--- src/rtl/instruction_encoder_pkg.sv ---
// Shared definitions for the RV64 load/store/branch instruction encoder:
// opcode constants, format encoding, pipeline payload types and field helpers.
package instruction_encoder_pkg;

  localparam logic [6:0] OpLoad   = 7'b0000011;
  localparam logic [6:0] OpImm    = 7'b0010011;
  localparam logic [6:0] OpJalr   = 7'b1100111;
  localparam logic [6:0] OpStore  = 7'b0100011;
  localparam logic [6:0] OpBranch = 7'b1100011;

  typedef enum logic [1:0] {
    FmtNone = 2'd0,
    FmtI    = 2'd1,
    FmtS    = 2'd2,
    FmtB    = 2'd3
  } fmt_e;

  // Only imm[12:0] is ever placed in a word, so S1 keeps just those bits.
  typedef struct packed {
    logic [6:0]  opcode;
    logic [4:0]  rd;
    logic [4:0]  rs1;
    logic [4:0]  rs2;
    logic [2:0]  funct3;
    logic [12:0] imm;
    fmt_e        fmt;
    logic        err;
  } s1_t;

  typedef struct packed {
    logic        err;
    logic [31:0] instr;
  } s2_t;

  function automatic fmt_e decode_fmt(logic [6:0] opcode);
    fmt_e fmt;
    fmt = FmtNone;
    case (opcode)
      OpLoad, OpImm, OpJalr: fmt = FmtI;
      OpStore:               fmt = FmtS;
      OpBranch:              fmt = FmtB;
      default:               fmt = FmtNone;
    endcase
    return fmt;
  endfunction

  function automatic logic imm_fits(fmt_e fmt, logic [63:0] imm);
    logic ok;
    ok = 1'b0;
    case (fmt)
      FmtI, FmtS: ok = (&imm[63:11]) || !(|imm[63:11]);
      // Branch offsets are halfword aligned; bit 0 is not encoded.
      FmtB:       ok = ((&imm[63:12]) || !(|imm[63:12])) && !imm[0];
      default:    ok = 1'b0;
    endcase
    return ok;
  endfunction

  function automatic s2_t encode_word(s1_t s);
    s2_t w;
    w.err   = s.err;
    w.instr = 32'h0;
    if (!s.err) begin
      case (s.fmt)
        FmtI: w.instr = {s.imm[11:0], s.rs1, s.funct3, s.rd, s.opcode};
        FmtS: w.instr = {s.imm[11:5], s.rs2, s.rs1, s.funct3, s.imm[4:0], s.opcode};
        FmtB: w.instr = {s.imm[12], s.imm[10:5], s.rs2, s.rs1, s.funct3,
                         s.imm[4:1], s.imm[11], s.opcode};
        default: w.instr = 32'h0;
      endcase
    end
    return w;
  endfunction

endpackage

--- src/rtl/instruction_encoder_if.sv ---
// Request/response bus of the instruction encoder; master drives requests,
// slave is the encoder.
interface instruction_encoder_if #(
  parameter int unsigned ERR_CNT_W = 16
) ();

  logic                 in_valid;
  logic                 in_ready;
  logic [6:0]           in_opcode;
  logic [4:0]           in_rd;
  logic [4:0]           in_rs1;
  logic [4:0]           in_rs2;
  logic [2:0]           in_funct3;
  logic [63:0]          in_imm;
  logic                 out_valid;
  logic                 out_ready;
  logic [31:0]          out_instr;
  logic                 out_err;
  logic [ERR_CNT_W-1:0] err_count;

  modport master (
    output in_valid, in_opcode, in_rd, in_rs1, in_rs2, in_funct3, in_imm, out_ready,
    input  in_ready, out_valid, out_instr, out_err, err_count
  );

  modport slave (
    input  in_valid, in_opcode, in_rd, in_rs1, in_rs2, in_funct3, in_imm, out_ready,
    output in_ready, out_valid, out_instr, out_err, err_count
  );

endinterface

--- src/rtl/encoder_pipe_stage.sv ---
// Generic valid/ready register slice; accepts whenever empty or draining.
module encoder_pipe_stage #(
  parameter int unsigned Width = 8
) (
  input  logic             clk,
  input  logic             rst_n,
  input  logic             i_valid,
  output logic             o_ready,
  input  logic [Width-1:0] i_data,
  output logic             o_valid,
  input  logic             i_ready,
  output logic [Width-1:0] o_data
);

  logic             r_valid;
  logic [Width-1:0] r_data;

  assign o_ready = !r_valid || i_ready;
  assign o_valid = r_valid;
  assign o_data  = r_data;

  always_ff @(posedge clk) begin
    if (!rst_n) begin
      r_valid <= 1'b0;
      r_data  <= '0;
    end else if (o_ready) begin
      r_valid <= i_valid;
      if (i_valid) begin
        r_data <= i_data;
      end
    end
  end

endmodule

--- src/rtl/instruction_encoder.sv ---
// RV64 I/S/B instruction encoder: S1 registers fields, format and range error,
// S2 registers the final word; saturating count of delivered error words.
module instruction_encoder
  import instruction_encoder_pkg::*;
#(
  parameter int unsigned ERR_CNT_W = 16
) (
  input logic                 clk,
  input logic                 rst_n,
  instruction_encoder_if.slave bus
);

  logic                 r_active;
  logic [ERR_CNT_W-1:0] r_err_count;

  fmt_e w_fmt;
  s1_t  w_s1_d;
  s1_t  w_s1_q;
  s2_t  w_s2_d;
  s2_t  w_s2_q;
  logic w_s1_in_valid;
  logic w_s1_ready;
  logic w_s1_valid;
  logic w_s2_ready;
  logic w_s2_valid;
  logic w_out_xfer;

  // Holds in_ready low until the first edge with rst_n high.
  always_ff @(posedge clk) begin
    if (!rst_n) begin
      r_active <= 1'b0;
    end else begin
      r_active <= 1'b1;
    end
  end

  always_comb begin
    w_fmt         = decode_fmt(bus.in_opcode);
    w_s1_d.opcode = bus.in_opcode;
    w_s1_d.rd     = bus.in_rd;
    w_s1_d.rs1    = bus.in_rs1;
    w_s1_d.rs2    = bus.in_rs2;
    w_s1_d.funct3 = bus.in_funct3;
    w_s1_d.imm    = bus.in_imm[12:0];
    w_s1_d.fmt    = w_fmt;
    w_s1_d.err    = (w_fmt == FmtNone) || !imm_fits(w_fmt, bus.in_imm);
  end

  assign w_s1_in_valid = bus.in_valid && r_active;
  assign bus.in_ready  = w_s1_ready && r_active;

  encoder_pipe_stage #(
    .Width ($bits(s1_t))
  ) u_s1 (
    .clk     (clk),
    .rst_n   (rst_n),
    .i_valid (w_s1_in_valid),
    .o_ready (w_s1_ready),
    .i_data  (w_s1_d),
    .o_valid (w_s1_valid),
    .i_ready (w_s2_ready),
    .o_data  (w_s1_q)
  );

  assign w_s2_d = encode_word(w_s1_q);

  encoder_pipe_stage #(
    .Width ($bits(s2_t))
  ) u_s2 (
    .clk     (clk),
    .rst_n   (rst_n),
    .i_valid (w_s1_valid),
    .o_ready (w_s2_ready),
    .i_data  (w_s2_d),
    .o_valid (w_s2_valid),
    .i_ready (bus.out_ready),
    .o_data  (w_s2_q)
  );

  assign bus.out_valid = w_s2_valid;
  assign bus.out_instr = w_s2_q.instr;
  assign bus.out_err   = w_s2_q.err;
  assign w_out_xfer    = w_s2_valid && bus.out_ready;

  always_ff @(posedge clk) begin
    if (!rst_n) begin
      r_err_count <= '0;
    end else if (w_out_xfer && w_s2_q.err && (r_err_count != '1)) begin
      r_err_count <= r_err_count + 1'b1;
    end
  end

  assign bus.err_count = r_err_count;

endmodule

--- src/flat_wrapper.sv ---
// flat-port wrapper written by rule: the top's interface ports become plain ports
module instruction_encoder_flat import instruction_encoder_pkg::*;
#(
  parameter int unsigned ERR_CNT_W = 16
)
  (clk, rst_n, bus_in_valid, bus_in_opcode, bus_in_rd, bus_in_rs1, bus_in_rs2, bus_in_funct3, bus_in_imm, bus_out_ready, bus_in_ready, bus_out_valid, bus_out_instr, bus_out_err, bus_err_count);
  instruction_encoder_if #(.ERR_CNT_W(ERR_CNT_W)) bus_i ();
  input logic clk;
  input logic rst_n;
  input wire logic [$bits(bus_i.in_valid)-1:0] bus_in_valid;
  input wire logic [$bits(bus_i.in_opcode)-1:0] bus_in_opcode;
  input wire logic [$bits(bus_i.in_rd)-1:0] bus_in_rd;
  input wire logic [$bits(bus_i.in_rs1)-1:0] bus_in_rs1;
  input wire logic [$bits(bus_i.in_rs2)-1:0] bus_in_rs2;
  input wire logic [$bits(bus_i.in_funct3)-1:0] bus_in_funct3;
  input wire logic [$bits(bus_i.in_imm)-1:0] bus_in_imm;
  input wire logic [$bits(bus_i.out_ready)-1:0] bus_out_ready;
  output wire logic [$bits(bus_i.in_ready)-1:0] bus_in_ready;
  output wire logic [$bits(bus_i.out_valid)-1:0] bus_out_valid;
  output wire logic [$bits(bus_i.out_instr)-1:0] bus_out_instr;
  output wire logic [$bits(bus_i.out_err)-1:0] bus_out_err;
  output wire logic [$bits(bus_i.err_count)-1:0] bus_err_count;
  assign bus_i.in_valid = bus_in_valid;
  assign bus_i.in_opcode = bus_in_opcode;
  assign bus_i.in_rd = bus_in_rd;
  assign bus_i.in_rs1 = bus_in_rs1;
  assign bus_i.in_rs2 = bus_in_rs2;
  assign bus_i.in_funct3 = bus_in_funct3;
  assign bus_i.in_imm = bus_in_imm;
  assign bus_i.out_ready = bus_out_ready;
  assign bus_in_ready = bus_i.in_ready;
  assign bus_out_valid = bus_i.out_valid;
  assign bus_out_instr = bus_i.out_instr;
  assign bus_out_err = bus_i.out_err;
  assign bus_err_count = bus_i.err_count;
  instruction_encoder #(.ERR_CNT_W(ERR_CNT_W)) u_core (.clk(clk), .rst_n(rst_n), .bus(bus_i));
endmodule
--- config.mk ---
export PLATFORM = sky130hd
export DESIGN_NAME = instruction_encoder_flat
export DESIGN_NICKNAME = d
export VERILOG_FILES = /design/src/rtl/instruction_encoder_pkg.sv /design/src/rtl/instruction_encoder_if.sv /design/src/rtl/encoder_pipe_stage.sv /design/src/rtl/instruction_encoder.sv /design/src/flat_wrapper.sv
export SDC_FILE = /design/constraint.sdc
export NUM_CORES = 1
export LEC_CHECK = 0
export CAP_MARGIN = 0
export CORE_MARGIN = 2
export CORE_UTILIZATION = 30
export DETAILED_ROUTE_END_ITERATION = 8
export SYNTH_ARGS = -nofsm -noshare
export SYNTH_HDL_FRONTEND = slang
export SYNTH_SLANG_ARGS = --single-unit
--- constraint.sdc ---
create_clock -name clk -period 2.5 [get_ports clk]
set_input_delay 0.375 -clock clk [delete_from_list [all_inputs] [get_ports clk]]
set_output_delay 0.375 -clock clk [all_outputs]
set_load 0.1 [all_outputs]
==> flow_summary.ini, run 1 <==
[sta]
slew_headroom_pct = 50.1
setup_violations = 0
rsz0062_at_grt = no
min_period_ns = 2.03
finalSetupTns_ns = 0
slew_violations = 0
fin_crit_sh_pct = 81.3
finClkSkew_ns = 0.0106
hold_viol = 0
worst_slew_pin_slew_ns = 0.745
clock.fmax_mhz = 492

[global_routing]
grt_pass1_vias = 3591
grt_usage_pct = 16.1
grt_pass1_wl_um = 17300
grt_antenna_before_repair = 0
overflow = 0
grt_max_degree = 61

[die]
start_util_pct = 30.5
die_w_um = 117
dieArea_um2 = 13600
pin_count = 144
fp-row-count = 41
die_h_um = 117
core_area_um2 = 12500

[drt]
wire_per_inst_um = 14.3
top_layer = met4
ant_nets = 0
route.detailed.drc = 0
vias = 3832
wl_met2_um = 5330
drt_iter0_markers = 243
met3_length_um = 683
drt_first_pass_iters = 4
finalWirelength_um = 11100
vias_per_cell = 4.93
m1WireLength_um = 5010

[place]
dp_hpwl_um = 8320
globalplace.congestion = 0.789
numPortBuffers = 143

[layout]
regArea_um2 = 1860
multi_input_area_um2 = 1830
drive_above_1_share_pct = 14.7
finalNetCount = 696
layout_common_cells = nand2_1, dfxtp_1, clkdlybuf4s50_1
fill_cells = 1286
fin_util_pct = 45.4
area_growth_pct = 48.9
diodes = 0
mostFrequentLayoutCell = nand2_1

[clock_network]
clkTransAtPathRegs_ns = 0.07
ctsHoldBuffers = 0
postCtsSetupBuffers = 0
cts-resized-gates = 0
cts_buffers = 9
clock-sinks = 93
cts_buffer_depth = 2
cts-root-buf = clkbuf_16
cts_tree = built
insertion_delay_ns = 0.34
htreeDepth = 3

[synth]
synth_top_family_by_area = simple AND/OR/NAND/NOR gates
synth.distinct_cells = 38
synthAdderAreaFrac_pct = 0.983
netlist_instances = 462
synth-edff-count = 0
yosysWarningCount = 0
netlist_area_um2 = 3820
muxShareOfSynthArea_pct = 1.11
synth_xor_area_share_pct = 2.98
yosysSeqAreaShare_pct = 48.8
synth_seq_cells = 93
synthSimpleGateAreaFrac_pct = 26.8
synth_nets = 558
async_flop_share_pct = 0
avgSynthCellArea_um2 = 8.27
synth_compound_area_share_pct = 15.5
ys.flop_type = dfxtp_1

[pwr]
pwr_density_cell_nw_per_um2 = 589
total_power_uw = 3350
ir_worst_vdd_mv = 0.350
p_leak_uw = 0.00214

[setup_path]
timing_worst_setup_path_type = input pin to flip-flop
start_kind = input pin
arrival_ns = 2.26
endpoint_kind = flip-flop
cp_max_fo = 3
critical_path_required_ns = 2.73

[run]
drv_cap = 0

[hold_path]
min_path_type = flip-flop to flip-flop

[run_status]
status = completed
==> power breakdown <==
| group | switching [µW] | total [µW] | internal [µW] |
|---|---|---|---|
| logic | 137 | 310 | 173 |
| clock network | 593 | 1510 | 914 |
| registers | 21.3 | 1530 | 1510 |
==> cells by family (layout without fill, tap and decap cells) <==
| family | after synthesis | count (layout) |
|---|---|---|
| adders and majority gates | 3 | 3 |
| DFF | 93 | 93 |
| AOI/OAI and AO/OA | 94 | 94 |
| and+or+nand+nor | 221 | 221 |
| muxes | 4 | 4 |
| buffers and inverters | 34 | 177 |
| xor gates and xnor gates | 13 | 13 |
==> critical path, cell delays in order <==
cell	delay, ns
clkdlybuf4s50_1	0.42
nand3b_1	0.17
or4b_1	0.58
ha_1	0.23
nor2_1	0.17
nand3_1	0.10
o22ai_1	0.15
nor3_1	0.06
==> routing by layer <==
| metal | global-route usage, % | up-vias |
|---|---|---|
| li1 | - | 1897 |
| met1 | 20.8 | 1804 |
| met2 | 27.3 | 123 |
| met3 | 3.91 | 8 |
| met4 | 4.00 | 0 |
| met5 | 0 | - |
==> sequential cells by signal (all words and copies together), names as in the netlist <==
name and cells:
u_core.u_s1.o_data 41, u_core.u_s2.o_valid 1, u_core.u_s1.o_valid 1, u_core.bus.err_count 16, u_core.u_s2.o_data 33, u_core.r_active 1
==> Yosys cell counts, types with 2 or more instances <==
library cell   n  area (µm²)
nand2_1       94         353
dfxtp_1       93        1860
nor2_1        55         206
a21oi_1       45         225
a22oi_1       32         240
nand4_1       22         138
clkbuf_1      20        75.1
nor4_1        15        93.8
xor2_1         9        78.8
nand3_1        7        35.0
and3_1         6        37.5
o21ai_0        6        30.0
a22o_1         5        43.8
inv_1          5        18.8
nor3_1         5        25.0
buf_2          4        20.0
nand3b_1       4        30.0
xnor2_1        4        35.0
and2_1         3        18.8
ha_1           3        37.5
and4_1         2        17.5
buf_6          2        22.5
inv_2          2        7.51
mux2_2         2        22.5
mux2i_1        2        20.0
o21ai_1        2        10.0
or3_1          2        12.5
==> stage by stage <==
stage	instance area [µm²]	cells	hold WS [ns]	setup WS, ns
6_report	5690	777	0.455	0.467
5_1_grt	5690	777	0.477	0.377
4_1_cts	5690	777	0.456	0.488
3_5_place_dp	5350	761	0.447	0.129
3_3_place_gp	5350	761	0.443	0.167
2_1_floorplan	3820	462	0.403	0.231
==> worst paths after layout <==
check | start | to | slack [ns] | cells after the start
worst max-delay path | bus_in_opcode[3] | u_core.u_s1.o_data[0] | 0.47 | 8
worst min-delay path | u_core.u_s1.o_data[34] | u_core.u_s1.o_data[34] | 0.46 | 2
worst max register to register | u_core.bus.err_count[0] | u_core.bus.err_count[10] | 0.67 | 6
worst min register to register | u_core.u_s1.o_data[34] | u_core.u_s1.o_data[34] | 0.46 | 2
==> area by class of cell <==
cell class | instances | share of cell area, %
flip-flops and latches | 93 | 32.7
multi-input cells | 335 | 32.1
repair buffers | 154 | 25.0
clock buffers | 10 | 4.20
well taps | 172 | 3.78
clock inverters | 6 | 1.65
inverters | 7 | 0.462
(Power assumes the default switching activity.)
==> inputs of run 2 (changes only) <==
clock period = 1.95 ns   (was 2.5 ns; I/O delays follow)
==> run 2 against run 1 <==
Against the previous run:
- largest power group unchanged
- via count shrank 0.63%
- worst setup slack lost 0.38 ns
- sequential share of layout area is essentially flat
- total power grew 20%
- clock skew shrank 0.0046 ns
- die area is the same
- critical path depth is the same
- non-clock buffer count grew 13
- clock power grew 9%
- cell area grew 1.3%
- global-route usage grew 0.14 points
- utilization grew 0.60 points
==> flow_summary.ini, run 2 (synthesized netlist as in run 1, its figures left out) <==
[run_status]
status = completed

[global_routing]
grt_pass1_wl_um = 17600
grt_usage_pct = 16.3
grt_max_degree = 64
grt_antenna_before_repair = 0
overflow = 0
grt_pass1_vias = 3648

[pwr]
p_leak_uw = 0.00219
ir_worst_vdd_mv = 0.411
p_comb_share_pct = 10.2
pwr_density_cell_nw_per_um2 = 699
swShare_pct = 24.2
p_int_uw = 3050
power.switching_uw = 975
power_frac_seq_pct = 48.8
clkPwrFrac_pct = 41.0

[hold_path]
min_path_type = flip-flop to flip-flop
hp-start = u_core.u_s1.o_data[11]
min_to = u_core.u_s1.o_data[11]
hold_depth = 2

[clock_network]
clkTransAtPathRegs_ns = 0.07
ctsHoldBuffers = 0
insertion_delay_ns = 0.34
cts-root-buf = clkbuf_16
cts_tree = built
cts_buffer_depth = 2
htreeDepth = 3
cts_buffers = 9
postCtsSetupBuffers = 0
clock-sinks = 93

[layout]
final_cells = 790
area_growth_pct = 50.9
fin_area_um2 = 5760
mostFrequentLayoutCell = nand2_1
fin_util_pct = 46.0
drive_above_1_share_pct = 19.7
largest_reg_flops = 41
finalNetCount = 709
layout_common_cells = nand2_1, clkdlybuf4s50_1, dfxtp_1
diodes = 0

[place]
dp_cells = 774
globalplace.congestion = 0.784
numPortBuffers = 143
dpl_cell_area_um2 = 5470
dp_hpwl_um = 8390

[die]
die_w_um = 117
die_h_um = 117
fp-row-count = 41
start_util_pct = 30.5
pin_count = 144
dieArea_um2 = 13600
core_area_um2 = 12500

[sta]
slew_headroom_pct = 62.3
clock.fmax_mhz = 538
hold_viol = 0
rsz0062_at_grt = no
hold_slack_ns = 0.454
min_period_ns = 1.86
finClkSkew_ns = 0.00593
fin_crit_sh_pct = 95.4
slew_violations = 0
setup_violations = 0
worst_slew_pin_slew_ns = 0.563
finalSetupTns_ns = 0

[setup_path]
timing_worst_setup_path_type = input pin to flip-flop
arrival_ns = 2.09
reg2reg_from = u_core.bus.err_count[8]
cp_max_fo = 3
timing.rr.end = u_core.bus.err_count[8]
endpoint_kind = flip-flop
critical_path_required_ns = 2.18
start_kind = input pin
reg2reg_slack_ns = 0.33
reg2regPathDepth = 7

[drt]
route.detailed.drc = 0
finalWirelength_um = 11000
ant_nets = 0
vias = 3808
wire_per_inst_um = 13.9
vias_per_cell = 4.82
drt_first_pass_iters = 4
drt_iter0_markers = 236

[run]
drv_cap = 0
[run 2: cell types whose count changed in the layout (fill, tap and decap cells not counted), moves of 2 or more]
cell	before	now
buf_4	59	72
bufinv_16	2	0
dfxtp_1	93	75
dfxtp_2	0	18
[run 2: metal layers]
| metal | global-route usage [%] | up-vias | wire length (µm) |
|---|---|---|---|
| met3 | 3.19 | 11 | 638 |
| met4 | 5.41 | 0 | 133 |
| met5 | 0 | - | 0 |
| met1 | 20.0 | 1759 | 4860 |
| met2 | 28.6 | 110 | 5370 |
| li1 | - | 1928 | - |
[run 2: power by group through the flow]
stage / Combinational, µW / Clock (µW) / Sequential, µW
CTS: 414 / 1700 / 1960
floorplan: 127 / 0 / 2010
detailed placement: 412 / 0 / 2010
global placement: 406 / 0 / 2010
finish: 411 / 1650 / 1970
global route: 444 / 1800 / 1970
[run 2: worst max-delay path: stages]
cell and delay [ns]:
clkdlybuf4s50_1 0.43, nand3b_1 0.18, or4b_4 0.53, ha_1 0.23, nor2_2 0.12, nand3_1 0.09, o22ai_1 0.16, nor3_1 0.06
[run 2: area by class of cell]
cell class	instances	area (µm²)
sequential	93	1880
timing repair buffer	167	1520
multi-input combinational	335	1830
clock inverter	7	56.3
tap	172	215
fill	1281	6760
clock buffer	9	225
inverter	7	26.3
[run 2: repair_timing]
item,CTS,global route
endpoints found under the setup margin,0,1
hold endpoints to repair,0,0
resized for setup,0,2
[run 2: per-stage QoR]
step / total power, µW / setup slack [ns]
6_report: 4030 / 0.0897
2_1_floorplan: 2140 / 0.0634
3_3_place_gp: 2410 / -0.267
4_1_cts: 4080 / 0.0335
5_1_grt: 4210 / 0.00171
3_5_place_dp: 2420 / -0.326
[run 2: how the worst max path moves through the flow]
stage | from | to | slack [ns] | cells after the start
finish | bus_in_opcode[3] | u_core.u_s1.o_data[0] | 0.09 | 8
global route | bus_in_opcode[3] | u_core.u_s1.o_data[0] | 0.002 | 8
CTS | bus_in_opcode[3] | u_core.u_s1.o_data[0] | 0.03 | 8
detailed placement | bus_in_opcode[3] | u_core.u_s1.o_data[0] | -0.33 | 8
global placement | bus_in_opcode[3] | u_core.u_s1.o_data[0] | -0.27 | 8
floorplan | u_core.bus.err_count[0] | u_core.bus.err_count[3] | 0.06 | 8
==> inputs of run 3 (changes only) <==
CAP_MARGIN = unset   (was 0)
==> results of run 3 <==
Same layout as run 2: the final DEF is identical, and so are final timing and power.
